--- config.mk ---
export PLATFORM = sky130hd
export DESIGN_NAME = seg7_scan_driver
export DESIGN_NICKNAME = d
export VERILOG_FILES = /design/src/rtl/seg7_scan_driver.sv
export SDC_FILE = /design/constraint.sdc
export NUM_CORES = 1
export LEC_CHECK = 0
export CORE_MARGIN = 4
export CORE_UTILIZATION = 50
export CTS_BUF_LIST = sky130_fd_sc_hd__clkbuf_16
export DETAILED_ROUTE_END_ITERATION = 7
export GPL_TIMING_DRIVEN = 1
export PLACE_DENSITY_LB_ADDON = 0.1
export SLEW_MARGIN = 25
export SYNTH_ARGS = -nofsm -noshare
export SYNTH_HDL_FRONTEND = slang
export SYNTH_SLANG_ARGS = --single-unit
--- constraint.sdc ---
create_clock -name Clk -period 5.8 [get_ports Clk]
set_clock_uncertainty 0.2 [all_clocks]
set_input_delay 0.58 -clock Clk [delete_from_list [all_inputs] [get_ports Clk]]
set_output_delay 0.58 -clock Clk [all_outputs]
set_load 0.01 [all_outputs]
--- src/rtl/seg7_scan_driver.sv ---
// Time-multiplexed driver for an 8-digit seven-segment display.
// Snapshots the digit word once per frame and scans active-low SEL/SEG lines.
module seg7_scan_driver #(
    parameter int unsigned SCAN_DIV    = 49_999,
    parameter bit          SEP_AS_DASH = 1'b1
) (
    input  logic        Clk,
    input  logic        Reset,
    input  logic        En,
    input  logic [31:0] Disp_Data,
    input  logic [7:0]  Blank_Mask,
    input  logic [7:0]  Dp_Mask,
    output logic [7:0]  SEL,
    output logic [7:0]  SEG,
    output logic        Frame_Done
);

    localparam int unsigned CntW = (SCAN_DIV > 0) ? $clog2(SCAN_DIV + 1) : 1;
    localparam logic [CntW-1:0] CntMax = CntW'(SCAN_DIV);

    logic [CntW-1:0] div_cnt_q, div_cnt_d;
    logic [2:0]      idx_q, idx_d;
    logic            load_pending_q, load_pending_d;
    logic [31:0]     shadow_data_q, shadow_data_d;
    logic [7:0]      shadow_blank_q, shadow_blank_d;
    logic [7:0]      shadow_dp_q, shadow_dp_d;
    logic [7:0]      sel_q, sel_d;
    logic [7:0]      seg_q, seg_d;
    logic            tick;
    logic            load;
    logic [3:0]      nibble;

    function automatic logic [6:0] decode(input logic [3:0] nib);
        logic [6:0] s;
        unique case (nib)
            4'h0: s = 7'h40;
            4'h1: s = 7'h79;
            4'h2: s = 7'h24;
            4'h3: s = 7'h30;
            4'h4: s = 7'h19;
            4'h5: s = 7'h12;
            4'h6: s = 7'h02;
            4'h7: s = 7'h78;
            4'h8: s = 7'h00;
            4'h9: s = 7'h10;
            4'hA: s = SEP_AS_DASH ? 7'h3F : 7'h08;
            4'hB: s = 7'h03;
            4'hC: s = 7'h46;
            4'hD: s = 7'h21;
            4'hE: s = 7'h06;
            4'hF: s = 7'h0E;
            default: s = 7'h7F;
        endcase
        return s;
    endfunction

    always_comb begin
        tick = En && (div_cnt_q == CntMax);
        // A pending load and the end-of-frame tick can coincide; both map to one snapshot.
        load = (tick && (idx_q == 3'd7)) || (load_pending_q && En);

        div_cnt_d      = (!En || div_cnt_q == CntMax) ? '0 : div_cnt_q + CntW'(1);
        idx_d          = !En ? 3'd0 : (tick ? idx_q + 3'd1 : idx_q);
        load_pending_d = !En ? 1'b1 : (load ? 1'b0 : load_pending_q);

        shadow_data_d  = load ? Disp_Data  : shadow_data_q;
        shadow_blank_d = load ? Blank_Mask : shadow_blank_q;
        shadow_dp_d    = load ? Dp_Mask    : shadow_dp_q;

        nibble = shadow_data_q[{idx_q, 2'b00} +: 4];
        sel_d  = 8'hFF;
        seg_d  = 8'hFF;
        if (En && !shadow_blank_q[idx_q]) begin
            sel_d = ~(8'h01 << idx_q);
            seg_d = {~shadow_dp_q[idx_q], decode(nibble)};
        end
    end

    always_ff @(posedge Clk or posedge Reset) begin
        if (Reset) begin
            div_cnt_q      <= '0;
            idx_q          <= 3'd0;
            load_pending_q <= 1'b1;
            shadow_data_q  <= 32'h0;
            shadow_blank_q <= 8'h0;
            shadow_dp_q    <= 8'h0;
            sel_q          <= 8'hFF;
            seg_q          <= 8'hFF;
        end else begin
            div_cnt_q      <= div_cnt_d;
            idx_q          <= idx_d;
            load_pending_q <= load_pending_d;
            shadow_data_q  <= shadow_data_d;
            shadow_blank_q <= shadow_blank_d;
            shadow_dp_q    <= shadow_dp_d;
            sel_q          <= sel_d;
            seg_q          <= seg_d;
        end
    end

    assign SEL        = sel_q;
    assign SEG        = seg_q;
    // Pulse marks the snapshot cycle itself; held low while reset is asserted.
    assign Frame_Done = load && !Reset;

endmodule

==> flow_summary.yaml <==
outcome:
  status: "completed"
logic_synthesis:
  synth_ff_type: "dfrtp_1"
  ys_ff_latch: 84
  synth_edf_count: 0
  syn_area_um2: 4060
  ys_async_sr_fraction_pct: 100
  ys_seq_area_share_pct: 52.2
  syn-instance-count: 306
  syn_nets: 371
  yosysUniqueCellTypes: 45
  ys_warn_count: 0
  synth.avg_cell_area_um2: 13.3
cts:
  cts_sinks: 84
  clkLatencyLatePin_ps: 330
  cts_buffers: 9
  cts_tree: "done"
  cts-root-buf: "clkbuf_16"
  hold_buffers: 0
  ctsResizeCount: 0
  cts_setup_buffers: 0
  clk_pin_slew_ps: 60
  cts.path.max_buffers: 2
  htreeDepth: 3
setup_path:
  cp_max_fo: 4
  arrival_ps: 2670
  cpMaxStageDelayCell: "clkdlybuf4s50_1"
  slowest_delay_ps: 600
  reg2reg_from: "div_cnt_q[12]"
  startpoint_type: "flip-flop"
  crit_path_end_kind: "primary output"
  crit_required_ps: 5020
  cp-startpoint: "div_cnt_q[12]"
  critPathKind: "flip-flop to primary output"
  cp_cell_sequence: "or4b_4, nor4_4, a21oi_2, nor3_1, clkdlybuf4s50_1"
timing:
  finalCritPeriodShare_pct: 59.5
  tightest_slew_ps: 742
  setup_viol: 0
  relSlewSlack_pct: 50.5
  min_period_ps: 3450
  drv_slew: 0
  max_clock_freq_mhz: 290
  rsz0062_at_grt: "no"
  hold_viol: 0
  tns_ps: 0
placed_design:
  portBuffers: 67
  place_area_um2: 4790
  dp_hpwl_um: 5510
  place_congestion: 0.819
hold_path:
  hold_start: "div_cnt_q[0]"
  hp-class: "flip-flop to flip-flop"
global_routing:
  grt_pass1_vias: 2573
  overflow: 0
  antenna_found_initial: 0
  grtUsageTotal_pct: 16.6
  grt_pass1_wl_um: 12600
  grt_max_degree: 85
drt:
  ant_nets: 0
  drt_pass1_iterations: 4
  drt_wl_total_um: 7740
  via_per_inst: 5.27
  vias: 2552
  route.detailed.drc: 0
  wl_per_cell_um: 16.0
  drtIter0Drc: 83
layout:
  layout.nets: 442
  diodes: 0
  final_layout_size_suffix_gt1_share_pct: 27.0
  final_area_um2: 5100
  syn2layout_area_growth_pct: 25.5
floorplan:
  core_um2: 7810
  die_width_um: 98.2
  die_y_um: 98.2
  initial_core_util_pct: 52.1
  io_pins: 68
  die-area_um2: 9630
  rows: 32
pwr:
  leakage_nw: 2.12
  cellPowerDensity_nw_per_um2: 280
  irDropWorstVdd_mv: 0.161
flow_run:
  drv_cap: 0
[area by class of cell]
cell class | instances | area (µm²)
Tap cell | 102 | 128
Timing Repair Buffer | 71 | 724
Fill cell | 609 | 2710
Clock buffer | 9 | 225
Clock inverter | 7 | 51.3
Sequential cell | 84 | 2120
Inverter | 11 | 42.5
Multi-Input combinational cell | 200 | 1800
[flip-flops by register name, summed over array words and instances (netlist names)]
register and cells:
shadow_data_q 32, div_cnt_q 16, SEG 8, SEL 8, shadow_blank_q 8, shadow_dp_q 8
idx_q 3, load_pending_q 1
[synthesized netlist by cell type (2+ instances only)]
cell type / n / area, µm²
buf_12: 2 / 40.0
and3_1: 6 / 37.5
o21ai_0: 4 / 20.0
nor2b_1: 2 / 12.5
buf_4: 3 / 22.5
mux4_2: 10 / 225
mux2i_1: 6 / 60.1
buf_2: 2 / 10.0
mux2_4: 20 / 300
dfrtp_1: 67 / 1680
clkbuf_1: 3 / 11.3
a21oi_1: 6 / 30.0
dfstp_2: 17 / 447
nor2_1: 23 / 86.3
nor4_1: 2 / 12.5
mux2_2: 30 / 338
nand4bb_1: 2 / 22.5
nor3_1: 7 / 35.0
xor2_1: 7 / 61.3
nand3_1: 9 / 45.0
inv_1: 10 / 37.5
ha_1: 14 / 175
xnor2_1: 8 / 70.1
nand2_1: 25 / 93.8
[kinds of logic after synthesis]
kind of cell               Yosys count  share of synthesized area [%]
DFF                                 84                           52.2
and+or+nand+nor                     83                           10.3
muxes                               67                           23.1
buffers and inverters               22                           3.36
AOI/OAI and AO/OA                   21                           3.48
xor gates and xnor gates            15                           3.23
adders and majority gates           14                           4.31
[power by group]
group          switching, W  total (W)  internal, W
logic             0.0000888   0.000225     0.000137
clock network      0.000233   0.000523     0.000290
registers         0.0000298   0.000681     0.000651
[worst max-delay path, delay by kind of cell (launching register included)]
kind | cells | cell delay [ps]
AOI/OAI and AO/OA | 1 | 140
DFF | 1 | 410
buffers and inverters | 1 | 600
and+or+nand+nor | 3 | 1190
[worst paths after layout]
path	to	cells past startpoint	slack (ps)
min in group asynchronous	shadow_data_q[2]	3	620
max reg2reg	shadow_data_q[24]	6	2770
max in group asynchronous	idx_q[2]	3	4250
min reg2reg	div_cnt_q[0]	1	300
min	div_cnt_q[0]	1	300
max	Frame_Done	5	2350
[layout by cell type, fill, tap and decap left out, types with 4 or more instances in the layout]
cell type        count
a21oi_1              6
and3_1               6
clkbuf_16            9
clkdlybuf4s50_1     67
clkinvlp_4           5
dfrtp_1             67
dfstp_2             17
ha_1                14
inv_1                9
mux2_2              30
mux2_4              20
mux2i_1              6
mux4_2              10
nand2_1             25
nand3_1              9
nor2_1              23
nor3_1               7
o21ai_0              4
xnor2_1              8
xor2_1               7
[stage by stage]
| step | setup WS [ps] | power (W) | cells | utilization, % | hold WS [ps] |
|---|---|---|---|---|---|
| final | 2350 | 0.00143 | 484 | 65.3 | 297 |
| after global routing | 2240 | 0.00149 | 484 | 65.3 | 318 |
| after CTS | 2330 | 0.00144 | 483 | 64.9 | 298 |
| after detailed placement | 2360 | 0.000916 | 467 | 61.4 | 289 |
| after global placement | 2410 | 0.000909 | 467 | 61.4 | 266 |
| after floorplan | 2880 | 0.000833 | 306 | - | 255 |
[routing by layer]
| metal | track usage (%) | vias to the layer above | wire length, µm |
|---|---|---|---|
| met2 | 26.0 | 63 | 3560 |
| li1 | - | 1216 | - |
| met5 | 0 | - | 0 |
| met4 | 6.62 | 0 | 143 |
| met1 | 22.8 | 1261 | 3640 |
| met3 | 3.50 | 12 | 392 |
No activity file was read; power rests on OpenSTA's default activity.
